===== config.mk =====
export PLATFORM = sky130hd
export DESIGN_NAME = decode_queue
export DESIGN_NICKNAME = d
export VERILOG_FILES = /design/src/rtl/decode_queue.sv
export SDC_FILE = /design/constraint.sdc
export NUM_CORES = 1
export LEC_CHECK = 0
export CORE_MARGIN = 2
export CORE_UTILIZATION = 52
export CTS_BUF_LIST = sky130_fd_sc_hd__clkbuf_16
export DETAILED_ROUTE_END_ITERATION = 8
export GPL_TIMING_DRIVEN = 0
export PLACE_DENSITY_LB_ADDON = 0.15
export SETUP_SLACK_MARGIN = 0.1
export SLEW_MARGIN = 20
export SYNTH_ARGS = -nofsm -noshare
export SYNTH_HDL_FRONTEND = slang
export SYNTH_SLANG_ARGS = --single-unit

===== constraint.sdc =====
create_clock -name clk -period 13.4 [get_ports clk]
set_input_delay 2.68 -clock clk [delete_from_list [all_inputs] [get_ports clk]]
set_output_delay 2.68 -clock clk [all_outputs]
set_load 0.01 [all_outputs]

===== src/rtl/decode_queue.sv =====
// decode_queue: RV32 decode stage with a built-in DEPTH-entry circular FIFO.
// Raw instruction words are decoded as they are enqueued. The decoded bundle
// at the head of the queue is presented to issue.
//
// Ports:
//   clk, reset            clock; asynchronous active-high reset
//   flush                 synchronous queue flush (drops same-cycle input)
//   in_valid/in_ready     fetch-side handshake
//   in_instr, in_pc       raw instruction word and its PC
//   out_valid/out_ready   issue-side handshake
//   out_*                 decoded fields of the head entry
//   count                 occupancy, 0..DEPTH

`ifndef WORD_SIZE
`define WORD_SIZE 32
`endif
`ifndef ARCH_REG_INDEX_SIZE
`define ARCH_REG_INDEX_SIZE 5
`endif
`ifndef INSTR_TYPE_SZ
`define INSTR_TYPE_SZ 3
`define INSTR_TYPE_NO_WB 3'd0
`define INSTR_TYPE_ALU   3'd1
`define INSTR_TYPE_MUL   3'd2
`define INSTR_TYPE_LOAD  3'd3
`define INSTR_TYPE_STORE 3'd4
`endif
`ifndef OPCODE_ALU
`define OPCODE_ALU     7'b0110011
`define OPCODE_ALU_IMM 7'b0010011
`define OPCODE_LOAD    7'b0000011
`define OPCODE_STORE   7'b0100011
`define OPCODE_BRANCH  7'b1100011
`define OPCODE_JUMP    7'b1101111
`define OPCODE_AUIPC   7'b0010111
`endif
`ifndef MUL_FUNCT7
`define MUL_FUNCT7 7'b0000001
`endif

module decode_queue #(
  parameter int DEPTH      = 4,
  parameter int INSTR_SIZE = `WORD_SIZE
) (
  input  logic                              clk,
  input  logic                              reset,
  input  logic                              flush,
  input  logic                              in_valid,
  output logic                              in_ready,
  input  logic [INSTR_SIZE-1:0]             in_instr,
  input  logic [`WORD_SIZE-1:0]             in_pc,
  output logic                              out_valid,
  input  logic                              out_ready,
  output logic [`WORD_SIZE-1:0]             out_pc,
  output logic [`ARCH_REG_INDEX_SIZE-1:0]   out_rs1,
  output logic [`ARCH_REG_INDEX_SIZE-1:0]   out_rs2,
  output logic [`ARCH_REG_INDEX_SIZE-1:0]   out_rd,
  output logic [`WORD_SIZE-1:0]             out_imm,
  output logic [`INSTR_TYPE_SZ-1:0]         out_instr_type,
  output logic [6:0]                        out_opcode,
  output logic [6:0]                        out_funct7,
  output logic [2:0]                        out_funct3,
  output logic                              out_illegal,
  output logic [$clog2(DEPTH):0]            count
);

  localparam int PTR_W = $clog2(DEPTH);
  localparam int CNT_W = PTR_W + 1;

  localparam logic [6:0] OPCODE_LUI  = 7'b0110111;
  localparam logic [6:0] OPCODE_JALR = 7'b1100111;

  typedef struct packed {
    logic [`WORD_SIZE-1:0]            pc;
    logic [`ARCH_REG_INDEX_SIZE-1:0]  rs1;
    logic [`ARCH_REG_INDEX_SIZE-1:0]  rs2;
    logic [`ARCH_REG_INDEX_SIZE-1:0]  rd;
    logic [`WORD_SIZE-1:0]            imm;
    logic [`INSTR_TYPE_SZ-1:0]        instr_type;
    logic [6:0]                       opcode;
    logic [6:0]                       funct7;
    logic [2:0]                       funct3;
    logic                             illegal;
  } entry_t;

  entry_t             storage [DEPTH];
  entry_t             dec;
  logic [PTR_W-1:0]   wr_ptr;
  logic [PTR_W-1:0]   rd_ptr;
  logic               enq;
  logic               deq;

  // ---------------------------------------------------------------------------
  // Combinational decode of the incoming word
  // ---------------------------------------------------------------------------
  always_comb begin
    // NOTE: every field gets a default first so no path leaves it unassigned,
    // which would otherwise infer a latch.
    dec            = '0;
    dec.pc         = in_pc;
    dec.opcode     = in_instr[6:0];
    dec.rd         = in_instr[11:7];
    dec.funct3     = in_instr[14:12];
    dec.rs1        = in_instr[19:15];
    dec.rs2        = in_instr[24:20];
    dec.funct7     = in_instr[31:25];
    dec.instr_type = `INSTR_TYPE_NO_WB;

    unique case (in_instr[6:0])
      `OPCODE_ALU: begin
        dec.instr_type = (in_instr[31:25] == `MUL_FUNCT7) ? `INSTR_TYPE_MUL
                                                          : `INSTR_TYPE_ALU;
      end
      `OPCODE_ALU_IMM: begin
        dec.imm        = {{21{in_instr[31]}}, in_instr[30:20]};
        dec.instr_type = `INSTR_TYPE_ALU;
      end
      `OPCODE_LOAD: begin
        dec.imm        = {{21{in_instr[31]}}, in_instr[30:20]};
        dec.instr_type = `INSTR_TYPE_LOAD;
      end
      OPCODE_JALR: begin
        dec.imm        = {{21{in_instr[31]}}, in_instr[30:20]};
      end
      `OPCODE_STORE: begin
        dec.imm        = {{21{in_instr[31]}}, in_instr[30:25], in_instr[11:7]};
        dec.instr_type = `INSTR_TYPE_STORE;
      end
      `OPCODE_BRANCH: begin
        dec.imm = {{20{in_instr[31]}}, in_instr[7], in_instr[30:25],
                   in_instr[11:8], 1'b0};
      end
      `OPCODE_JUMP: begin
        dec.imm = {{12{in_instr[31]}}, in_instr[19:12], in_instr[20],
                   in_instr[30:21], 1'b0};
      end
      `OPCODE_AUIPC, OPCODE_LUI: begin
        dec.imm        = {in_instr[31:12], 12'b0};
        dec.instr_type = `INSTR_TYPE_ALU;
      end
      default: begin
        // Unsupported opcode: still enqueued, flagged, no writeback, imm 0.
        dec.illegal = 1'b1;
      end
    endcase
  end

  // ---------------------------------------------------------------------------
  // Handshakes: both ready/valid come from the registered count only.
  // ---------------------------------------------------------------------------
  assign in_ready  = (count != CNT_W'(DEPTH));
  assign out_valid = (count != '0);
  assign enq       = in_valid && in_ready && !flush;
  assign deq       = out_valid && out_ready && !flush;

  // ---------------------------------------------------------------------------
  // Pointers and occupancy
  // ---------------------------------------------------------------------------
  // NOTE: sequential state uses non-blocking assignments so every register
  // samples the pre-edge values regardless of statement order.
  always_ff @(posedge clk or posedge reset) begin
    if (reset) begin
      wr_ptr <= '0;
      rd_ptr <= '0;
      count  <= '0;
    end else if (flush) begin
      wr_ptr <= '0;
      rd_ptr <= '0;
      count  <= '0;
    end else begin
      // DEPTH is a power of two, so natural overflow wraps the pointers.
      if (enq) wr_ptr <= wr_ptr + PTR_W'(1);
      if (deq) rd_ptr <= rd_ptr + PTR_W'(1);
      unique case ({enq, deq})
        2'b10:   count <= count + CNT_W'(1);
        2'b01:   count <= count - CNT_W'(1);
        default: count <= count;
      endcase
    end
  end

  // ---------------------------------------------------------------------------
  // Entry storage: flush leaves the contents alone, only reset clears them.
  // ---------------------------------------------------------------------------
  // NOTE: the storage array is reset on purpose so the head fields read as 0
  // straight out of reset; this costs a reset net on every entry bit.
  always_ff @(posedge clk or posedge reset) begin
    if (reset) begin
      for (int i = 0; i < DEPTH; i++) storage[i] <= '0;
    end else if (enq) begin
      storage[wr_ptr] <= dec;
    end
  end

  // Head fields are driven regardless of out_valid.
  assign out_pc         = storage[rd_ptr].pc;
  assign out_rs1        = storage[rd_ptr].rs1;
  assign out_rs2        = storage[rd_ptr].rs2;
  assign out_rd         = storage[rd_ptr].rd;
  assign out_imm        = storage[rd_ptr].imm;
  assign out_instr_type = storage[rd_ptr].instr_type;
  assign out_opcode     = storage[rd_ptr].opcode;
  assign out_funct7     = storage[rd_ptr].funct7;
  assign out_funct3     = storage[rd_ptr].funct3;
  assign out_illegal    = storage[rd_ptr].illegal;

endmodule


# Yosys cells after proc, flatten, opt, wreduce, memory -nomap -nowiden
# Index checks and enable logic that the tools add are counted.
word_totals:
  wordCells: 95
  reg_bits: 407
  memories: 0
  latch_bits: 0
  out_inout_bits: 105
  input_bits: 69
  mem_bits_rw: 0
  mem_bits_ro: 0
classes:
  multipliers: 0
  bitwise_logic: 2
  eq_ne: 13
  n_lt_le_gt_ge: 3
  add_sub_neg: 4
  reduce_logical: 14
  mux: 16
  div: 0
  shift: 0
op_table:
  columns: ["operator", "count"]
  rows:
  - ["400-bit bitwise mux", 1]
  - ["100-bit 2-to-1 mux", 3]
  - ["100-bit binary-select mux with 2-bit select", 1]
  - ["100-bit demux with 2-bit select", 1]
  - ["32-bit one-hot mux with 5 select lines", 1]
  - ["7-bit by 6-bit == test with 1-bit output (second input constant)", 3]
  - ["7-bit == test (second input constant)", 3]
  - ["7-bit by 5-bit == test with 1-bit output (second input constant)", 2]
  - ["3-bit one-hot mux with 4 select lines", 1]
  - ["2-bit 2-to-1 mux", 5]
  - ["9-bit OR reduction", 1]
  - ["7-bit by 1-bit == test with 1-bit output (second input constant)", 1]
  - ["7-bit by 2-bit == test with 1-bit output (second input constant)", 1]
  - ["3-bit >= comparator (second input constant)", 2]
  - ["2-bit inverter with 3-bit output", 2]
  - ["3-bit one-hot mux with 2 select lines", 1]
  - ["3-bit nonzero test", 2]
  - ["3-bit OR reduction", 2]
  - ["1-bit logical AND", 5]
  - ["2-bit by 1-bit adder with 2-bit output (second input constant)", 2]
  - ["2-bit nonzero test", 2]
  - ["3-bit by 1-bit adder with 3-bit output (second input constant)", 1]
  - ["3-bit by 1-bit less-than comparator with 1-bit output (second input constant)", 1]
  - ["3-bit 2-to-1 mux", 1]
  - ["7 further kinds", 7]

# Logic depth before layout (Yosys ltp)
# Gate-level depths: netlist (run 1).
logic_depth:
  ltp_word: 6
  ltp_mapped: 8

# Least setup slack after synthesis (run 1)
# No wires, ideal clock.
synth_timing:
  kind: "reg2out"
  from: "reg rd_ptr[0]"
  to: "out out_imm[0]"
  arrival_ps: 1565
  required_ps: 10720
  path_buffers: 2
  slack_ps: 9155
  stages_incl_launch_ff: 4
  path_cell_list: "dfrtp_1 clkbuf_1 buf_2 mux4_2"
synth_via:
  elab_chain_cells: 4
synth_rtl:
  columns: ["element", "line", "rtl"]
  rows:
  - ["start, declared", "89", "logic [PTR_W-1:0] rd_ptr;"]
  - ["start signal, assigned", "173", "if (deq) rd_ptr <= rd_ptr + PTR_W'(1);"]
  - ["2-bit inverter with 3-bit output (not written as such)", "200", "assign out_imm = storage[rd_ptr].imm;"]
  - ["100-bit binary-select mux with 2-bit select", "200", null]
  - ["100-bit 2-to-1 mux (2 in series)", null, null]
  - ["end, declared", "58", "output logic [`WORD_SIZE-1:0] out_imm,"]
# Every way passes these cells. The select of a mux whose other input is x is not followed.

# Worst setup path in the final report (run 1)
layout_timing:
  from: "reg rd_ptr[1]"
  to: "out out_imm[31]"
# Same word-level chain as after synthesis.

==> results of run 1 <==
[logic make-up (layout without fill, tap and decap cells)]
group / after synthesis / count (layout) / share of synthesized area (%)
xor gates and xnor gates: 3 / 3 / 0.1445
AOI/OAI and AO/OA: 177 / 177 / 7.343
and+or+nand+nor: 429 / 429 / 9.869
other: 0 / 1 / 0
muxes: 271 / 271 / 22.96
buffers and inverters: 122 / 370 / 3.276
DFF: 407 / 407 / 56.02
adders and majority gates: 5 / 5 / 0.3854
[worst min-delay path by stage]
stage          slack (ns)  cells after the start                startpoint                       end
2_1_floorplan        0.44                      2  storage[154]$_DFFE_PP0P_  storage[154]$_DFFE_PP0P_
3_3_place_gp         0.45                      2  storage[188]$_DFFE_PP0P_  storage[188]$_DFFE_PP0P_
3_5_place_dp         0.46                      2  storage[172]$_DFFE_PP0P_  storage[172]$_DFFE_PP0P_
4_1_cts              0.47                      2  storage[172]$_DFFE_PP0P_  storage[172]$_DFFE_PP0P_
5_1_grt              0.49                      2  storage[186]$_DFFE_PP0P_  storage[186]$_DFFE_PP0P_
6_report             0.47                      2  storage[178]$_DFFE_PP0P_  storage[178]$_DFFE_PP0P_
[registers in the layout, indices dropped and copies added, names as in the netlist]
| signal | cells |
|---|---|
| storage | 400 |
| count | 3 |
| rd_ptr | 2 |
| wr_ptr | 2 |
[power by group]
part | internal [mW] | switching, mW | total, mW
sequential | 1.63 | 0.207 | 1.83
clock | 0.640 | 0.474 | 1.11
combinational | 0.856 | 0.647 | 1.50
[Yosys cell counts, types with 2 or more instances]
| cell type | number |
|---|---|
| nor2b_1 | 6 |
| a22oi_1 | 4 |
| nand4b_1 | 2 |
| o21ai_0 | 42 |
| dfrtp_1 | 407 |
| mux2i_1 | 2 |
| nor2_1 | 24 |
| nand2_1 | 351 |
| nand3_1 | 16 |
| o31a_1 | 2 |
| buf_4 | 5 |
| and3_1 | 3 |
| a211o_1 | 12 |
| buf_1 | 9 |
| a21oi_1 | 12 |
| inv_1 | 5 |
| and3b_1 | 3 |
| clkbuf_1 | 33 |
| buf_6 | 5 |
| or3_1 | 2 |
| nor3b_1 | 2 |
| buf_2 | 64 |
| and2_0 | 2 |
| a221o_1 | 32 |
| mux2_2 | 167 |
| ha_1 | 4 |
| nand3_2 | 3 |
| mux4_2 | 100 |
| and4b_1 | 2 |
| o211ai_1 | 36 |
| mux2_1 | 2 |
| xnor2_1 | 2 |
| a22o_1 | 26 |
| nand2b_1 | 3 |
| o31ai_1 | 5 |
[metrics by stage]
stage	cells	total power, mW	cell area, sq um	setup slack [ns]
after global placement	2028	3.304	20350	2.619
after global routing	2117	4.688	21910	7.255
after CTS	2117	4.479	21910	7.314
after detailed placement	2041	3.360	20610	7.902
after floorplan	1414	2.707	18180	5.236
final	2118	4.450	21910	7.296
[cell type report]
class	count	area [sq um]	area share, %
diodes	1	2.502	0.01142
plain buffers	117	576.8	2.632
clock buffers	45	1126	5.139
clock inverters	31	176.4	0.8052
inverters	5	22.52	0.1028
multi-input cells	885	7401	33.78
flip-flops and latches	407	10180	46.48
well taps	455	569.3	2.598
repair buffers	172	1852	8.451
[worst max-delay path, delay by kind of cell, from the launching register on]
kind / cells / cell delay, ns
buf+inv: 3 / 2.07
mux: 1 / 0.46
flops: 1 / 0.34
[metal layers]
metal	share of wire, %	vias to the layer above	GRT usage (%)
met5	0.025	-	0
met1	43	6667	39.94
met4	2.3	2	7.394
met3	7.3	73	5.489
met2	48	458	43.95
li1	-	5520	-
==> impl_metrics.ini, run 1 <==
[global_route]
grt_pass1_vias = 13170
grt_pass1_wl_mm = 77.31
antenna_found_initial = 3
grt_usage_pct = 27.88
grt_max_degree = 36
globalRouteOverflowTotal = 0

[synthesis]
synth_top_area_share_pct = 56.02
yosys-top-cells-area = dfrtp_1, mux4_2, mux2_2, nand2_1, a221o_1
synth_nets = 1488
seq_area_frac_synth_pct = 56.02
ys_ff_latch = 407
synth_area_per_cell_sq_um = 12.86
synth_area_sq_um = 18180
yosysWarnings = 0
synth_enable_flop_cells = 0
yosysUniqueCellTypes = 54
ys.flop_type = dfrtp_1
async_flop_share_pct = 100.0
syn_inst = 1414
yosys.area.top_type = dfrtp_1

[timing]
hold_slack_ns = 0.4692
drv_slew = 0
fin_skew_ns = 0.02300
setup_viol = 0
fin_crit_ns = 6.104
timing.setup.tns_ns = 0
rsz0062_at_grt = no
post-route-period-util_pct = 45.55
finalHoldViolCount = 0
slew_headroom_pct = 21.55
fmax_mhz = 163.8
tightest_slew_ns = 1.177

[routing]
drc = 0
vias = 12720
dr.first_iter.drc_count = 1073
wire_per_inst_um = 23.12
antenna_left = 0
drt-total-wl_mm = 48.97
drt-pass1-iter-count = 5
viasPerCell = 6.006

[clock_tree]
insertion_delay_ns = 0.54
htree_levels = 2
cts.root.buffer_cell = clkbuf_16
cts_buffers = 44
clockBufferDepth = 3
clk_pin_slew_ns = 0.06
post-cts-setup-buffer-count = 0
ctsResizeCount = 0
clock_sinks = 407
cts_hold_buffers = 0
cts_tree = done

[power]
pwr_density_cell_nw_per_um2 = 203.1
peakVddDrop_mv = 0.1062
leakage_nw = 9.951

[place]
io_buffers = 159
routabilityCongestion = 0.8449
dpl.hpwl_mm = 33.80

[layout]
finalNetCount = 1706
layout_common_cells = dfrtp_1, nand2_1, mux2_2
layout_commonest_cell = dfrtp_1
synthToLayoutAreaGrowth_pct = 20.51
nFillCells = 2680
drive_gt1_share_pct = 25.15
postLayoutCoreUtil_pct = 63.59

[setup_path]
cp_slowest_stage_delay_ns = 0.93
reg2reg_to = count[2]$_DFFE_PP0P_
path_cells = clkbuf_1 -> clkbuf_1 -> mux4_2 -> clkdlybuf4s50_1
r2r_cells = 7
worstSetupPathType = reg -> out
crit_fanout = 10
critPathSlowestCell = clkbuf_1
start_kind = flip-flop
crit_required_ns = 10.72
path_common_cell = clkbuf_1
regToRegSetupSlack_ns = 10.91
worstReg2RegStart = count[2]$_DFFE_PP0P_
crit_path_start = rd_ptr[1]$_DFFE_PP0P_
crit_end = out_imm[31]
arrival_ns = 3.42
cp-end-kind = output pin

[floorplan]
dieHeight_um = 191.0
core-area_sq_um = 34460
dieArea_sq_um = 36480
ios = 174
initial_core_util_pct = 52.76
row_count = 68
die_w_um = 191.0

[status]
status = finished clean

[hold_path]
hp-class = reg -> reg

[run]
cap_violations = 0
Note: power is estimated with default switching activity, not from simulation.
==> run 2: changes to the inputs <==
CORE_UTILIZATION = 57   (was 52)
clock period = 6 ns   (was 13.4 ns; I/O delays follow)
==> run 2 against run 1 <==
Global-route usage grew 2.5 points. Clock power is 130% higher. Sequential share of layout area increased by 0.069 points. Worst hold slack hardly changed. Sequential power increased by 120%. Register-to-register slack worse by 7.4 ns. Critical path depth stayed put. Clock-buffer cell count unchanged.
==> impl_metrics.ini, run 2 (synthesis gave the netlist of run 1 again) <==
[floorplan]
dieHeight_um = 182.6
die_w_um = 182.6
core-area_sq_um = 31470
initial_core_util_pct = 57.77
ios = 174
dieArea_sq_um = 33340
row_count = 65

[power]
peakVddDrop_mv = 0.3038
pwr_density_cell_nw_per_um2 = 455.3
leakage_nw = 9.973
power_mw = 9.961

[setup_path]
path_buf_inv = 3
start_kind = flip-flop
crit_required_ns = 4.80
path_cells = clkbuf_1 -> buf_2 -> mux4_2 -> clkdlybuf4s50_1
critPathSlowestCell = clkbuf_1
cp_slowest_stage_delay_ns = 0.65
path_delay_family = buffers and inverters
cp-end-kind = output pin
crit_fanout = 10
worstSetupPathType = reg -> out
arrival_ns = 3.35

[routing]
drc = 0
vias = 12940
drt-pass1-iter-count = 5
viasPerCell = 6.253
antenna_left = 0
wire_per_inst_um = 23.63
drt-total-wl_mm = 48.90
dr.first_iter.drc_count = 1104

[clock_tree]
cts_hold_buffers = 0
cts_buffers = 43
insertion_delay_ns = 0.53
ctsResizeCount = 0
post-cts-setup-buffer-count = 0
htree_levels = 2
cts_tree = done
cts.root.buffer_cell = clkbuf_16
clock_sinks = 407
clk_pin_slew_ns = 0.06
clockBufferDepth = 3

[global_route]
grt_max_degree = 36
grt_usage_pct = 30.40
grt_pass1_wl_mm = 77.19
globalRouteOverflowTotal = 0
grt_pass1_vias = 13370
antenna_found_initial = 2

[place]
routabilityCongestion = 0.8635
io_buffers = 159
dp_slack_ns = 1.946
dpl.hpwl_mm = 33.03

[timing]
rsz0062_at_grt = no
finalHoldViolCount = 0
fin_skew_ns = 0.01687
fmax_mhz = 219.8
setup_viol = 0
timing.setup.tns_ns = 0
fin_crit_ns = 4.549
worst_slack_ns = 1.451
tightest_slew_ns = 1.012
post-route-period-util_pct = 75.82
drv_slew = 0
hold_slack_ns = 0.4692
slew_headroom_pct = 32.55

[layout]
largest_register_ffs = 400
synthToLayoutAreaGrowth_pct = 20.34
seqCellArea_sq_um = 10180
multi_input_comb_area_sq_um = 7401
top_regs = storage: 400 flops, count: 3 flops
nFillCells = 2273
layout_common_cells = dfrtp_1, nand2_1, mux2_2
drive_gt1_share_pct = 25.53
finalNetCount = 1705
postLayoutCoreUtil_pct = 69.51
layout_commonest_cell = dfrtp_1
largest-register = storage

[run]
cap_violations = 0

[status]
status = finished clean

[hold_path]
hp-class = reg -> reg
## run 2: changes by cell type in the layout (fill, tap and decap cells not counted), sizes merged
| cell | change |
|---|---|
| clkinv | +4 |
| diode | +1 |
| inv | -1 |
## run 2: stage by stage
step                cells  area, sq um
global placement     1975        20280
detailed placement   1988        20550
floorplan            1414        18180
finish               2069        21880
CTS                  2067        21870
global route         2068        21880
## run 2: final timing paths
path / start / end / slack [ns] / cells after the start
min: storage[184]$_DFFE_PP0P_ / storage[184]$_DFFE_PP0P_ / 0.47 / 2
max in group asynchronous: reset / storage[21]$_DFFE_PP0P_ / 3.68 / 6
max: rd_ptr[0]$_DFFE_PP0P_ / out_rs2[0] / 1.45 / 4
min reg2reg: storage[184]$_DFFE_PP0P_ / storage[184]$_DFFE_PP0P_ / 0.47 / 2
max reg2reg: count[1]$_DFFE_PP0P_ / count[2]$_DFFE_PP0P_ / 3.48 / 7
min in group asynchronous: reset / storage[364]$_DFFE_PP0P_ / 1.05 / 2
## run 2: area by class of cell
| class | count | area share [%] |
|---|---|---|
| sequential | 407 | 46.55 |
| clock buffer | 45 | 5.147 |
| multi-input combinational | 885 | 33.83 |
| clock inverter | 34 | 0.9093 |
| inverter | 5 | 0.1029 |
| timing repair buffer | 172 | 8.498 |
| buffer | 117 | 2.642 |
| antenna | 2 | 0.02288 |
| tap | 402 | 2.299 |
## run 2: layer usage
layer / routed length, um / vias up / global-route usage [%]
met5: 0 / - / 0
met2: 22990 / 559 / 47.29
met3: 3811 / 89 / 5.428
li1: - / 5524 / -
met4: 1556 / 0 / 9.903
met1: 20540 / 6766 / 44.10
## run 2: power breakdown
group	total [mW]	switching (mW)	internal [mW]
registers	4.09	0.457	3.63
logic	3.37	1.45	1.91
clock network	2.51	1.07	1.44
## run 2: worst register-to-register path, stage by stage, from the launching register on
cell and delay [ns]:
dfrtp_1 0.46, or3b_1 0.48, buf_6 0.19, a21oi_2 0.20, nor2b_1 0.19, fa_1 0.22, or4b_2 0.60, o2111ai_1 0.09
==> run 3: changes to the inputs <==
clock period = 4.3 ns   (was 6 ns; I/O delays follow)
==> run 3 against run 2 <==
Via count grew 0.22%. Critical path depth unchanged. Core utilization hardly changed. Sequential cell count stayed put. Clock-buffer cell count did not move. Clock skew up 0.00075 ns. Power is 40% higher. Combinational power increased by 39%. First-iteration DRC count decreased by 8.6%. Sequential share of layout area hardly changed. Non-clock buffer count unchanged. Die area unchanged. Critical path type unchanged. Highest routed layer unchanged.
==> impl_metrics.ini, run 3 (synthesis gave the netlist of run 1 again) <==
[place]
dpl.cell_count = 1988
dpl_cell_area_sq_um = 20550
dpl.hpwl_mm = 33.03
io_buffers = 159
dp_slack_ns = 0.5858
routabilityCongestion = 0.8635

[layout]
layout_common_cells = dfrtp_1, nand2_1, mux2_2
top_regs = storage: 400 flops, count: 3 flops
fin_area_sq_um = 21880
finalNetCount = 1705
drive_gt1_share_pct = 25.59
largest_register_ffs = 400
layout_commonest_cell = dfrtp_1
nFillCells = 2272
largest-register = storage
synthToLayoutAreaGrowth_pct = 20.34
final_cells = 2069

[timing]
rsz0062_at_grt = no
slew_headroom_pct = 32.18
post-route-period-util_pct = 93.63
timing.setup.tns_ns = 0
finalHoldViolCount = 0
fin_crit_ns = 4.026
fmax_mhz = 248.4
tightest_slew_ns = 1.017
drv_slew = 0
worst_slack_ns = 0.2740
setup_viol = 0
fin_skew_ns = 0.01762

[clock_tree]
cts_buffers = 43
clk_pin_slew_ns = 0.06
htree_levels = 2
clock_sinks = 407
clockBufferDepth = 3
post-cts-setup-buffer-count = 0
cts.root.buffer_cell = clkbuf_16
insertion_delay_ns = 0.53
cts_tree = done
ctsResizeCount = 2
cts_hold_buffers = 0

[power]
power_mw = 13.90
p_sw_mw = 4.164
leakage_nw = 9.976
pwr-share-seq_pct = 41.0
pwr_density_cell_nw_per_um2 = 635.4
p_int_mw = 9.740
pwr-share-comb_pct = 33.8
power.share.switching_pct = 29.95
p_clk_share_pct = 25.2
peakVddDrop_mv = 0.4241

[setup_path]
regToRegSetupSlack_ns = 1.79
worstSetupPathType = reg -> out
crit_fanout = 10
crit_required_ns = 3.44
arrival_ns = 3.17
cp-end-kind = output pin
start_kind = flip-flop

[global_route]
grt_pass1_vias = 13380
grt_pass1_wl_mm = 77.19
grt_usage_pct = 30.39
antenna_found_initial = 2
grt_max_degree = 36
globalRouteOverflowTotal = 0

[run]
cap_violations = 0

[hold_path]
hp-class = reg -> reg

[floorplan]
dieHeight_um = 182.6
dieArea_sq_um = 33340
initial_core_util_pct = 57.77
die_w_um = 182.6
core-area_sq_um = 31470
ios = 174
row_count = 65

[routing]
drt-pass1-iter-count = 7
wire_per_inst_um = 23.63
vias = 12970
viasPerCell = 6.267
dr.first_iter.drc_count = 1009
antenna_left = 0
drc = 0
drt-total-wl_mm = 48.89

[status]
status = finished clean
## run 3: cell counts in the layout (fill, tap and decap cells not counted)
Identical to the previous run, type by type.
## run 3: worst paths after layout
check / start / to / cells past startpoint
max: rd_ptr[1]$_DFFE_PP0P_ / out_rs2[4] / 4
min: storage[184]$_DFFE_PP0P_ / storage[184]$_DFFE_PP0P_ / 2
max reg2reg: count[1]$_DFFE_PP0P_ / count[2]$_DFFE_PP0P_ / 7
min reg2reg: storage[184]$_DFFE_PP0P_ / storage[184]$_DFFE_PP0P_ / 2
max in group asynchronous: reset / storage[317]$_DFFE_PP0P_ / 6
min in group asynchronous: reset / storage[364]$_DFFE_PP0P_ / 2
## run 3: worst max-delay path, cell delays in order, from the launching register on
cell and delay (ns):
dfrtp_1 0.34, clkbuf_1 0.61, clkbuf_1 0.69, mux4_2 0.47
clkdlybuf4s50_1 0.51
## run 3: power by group through the flow
stage	sequential (mW)	combinational [mW]	clock, mW
floorplan	5.54	2.89	0
global placement	5.68	4.59	0
detailed placement	5.73	4.71	0
CTS	5.68	4.74	3.54
global route	5.84	5.06	3.71
finish	5.70	4.70	3.51
## run 3: area by class of cell
class	instances	area, sq um	area share, %
timing repair buffer	172	1859	8.498
inverter	5	22.52	0.1029
clock inverter	34	198.9	0.9092
sequential	407	10180	46.55
clock buffer	45	1126	5.147
antenna	2	5.005	0.02287
buffer	117	579.3	2.648
multi-input combinational	885	7401	33.83
tap	402	503.0	2.299
## run 3: metrics by stage
step,utilization [%],hold WS [ns]
2_1_floorplan,-,0.4403
3_3_place_gp,64.43,0.4522
3_5_place_dp,65.28,0.4571
4_1_cts,69.50,0.4717
5_1_grt,69.51,0.4816
6_report,69.52,0.4692
## run 3: routing by layer
metal	vias up	global-route usage [%]	routed length, um
met5	-	0	0
met4	0	10.00	1532
met1	6812	44.11	20840
met2	541	47.21	23090
met3	89	5.408	3427
li1	5524	-	-
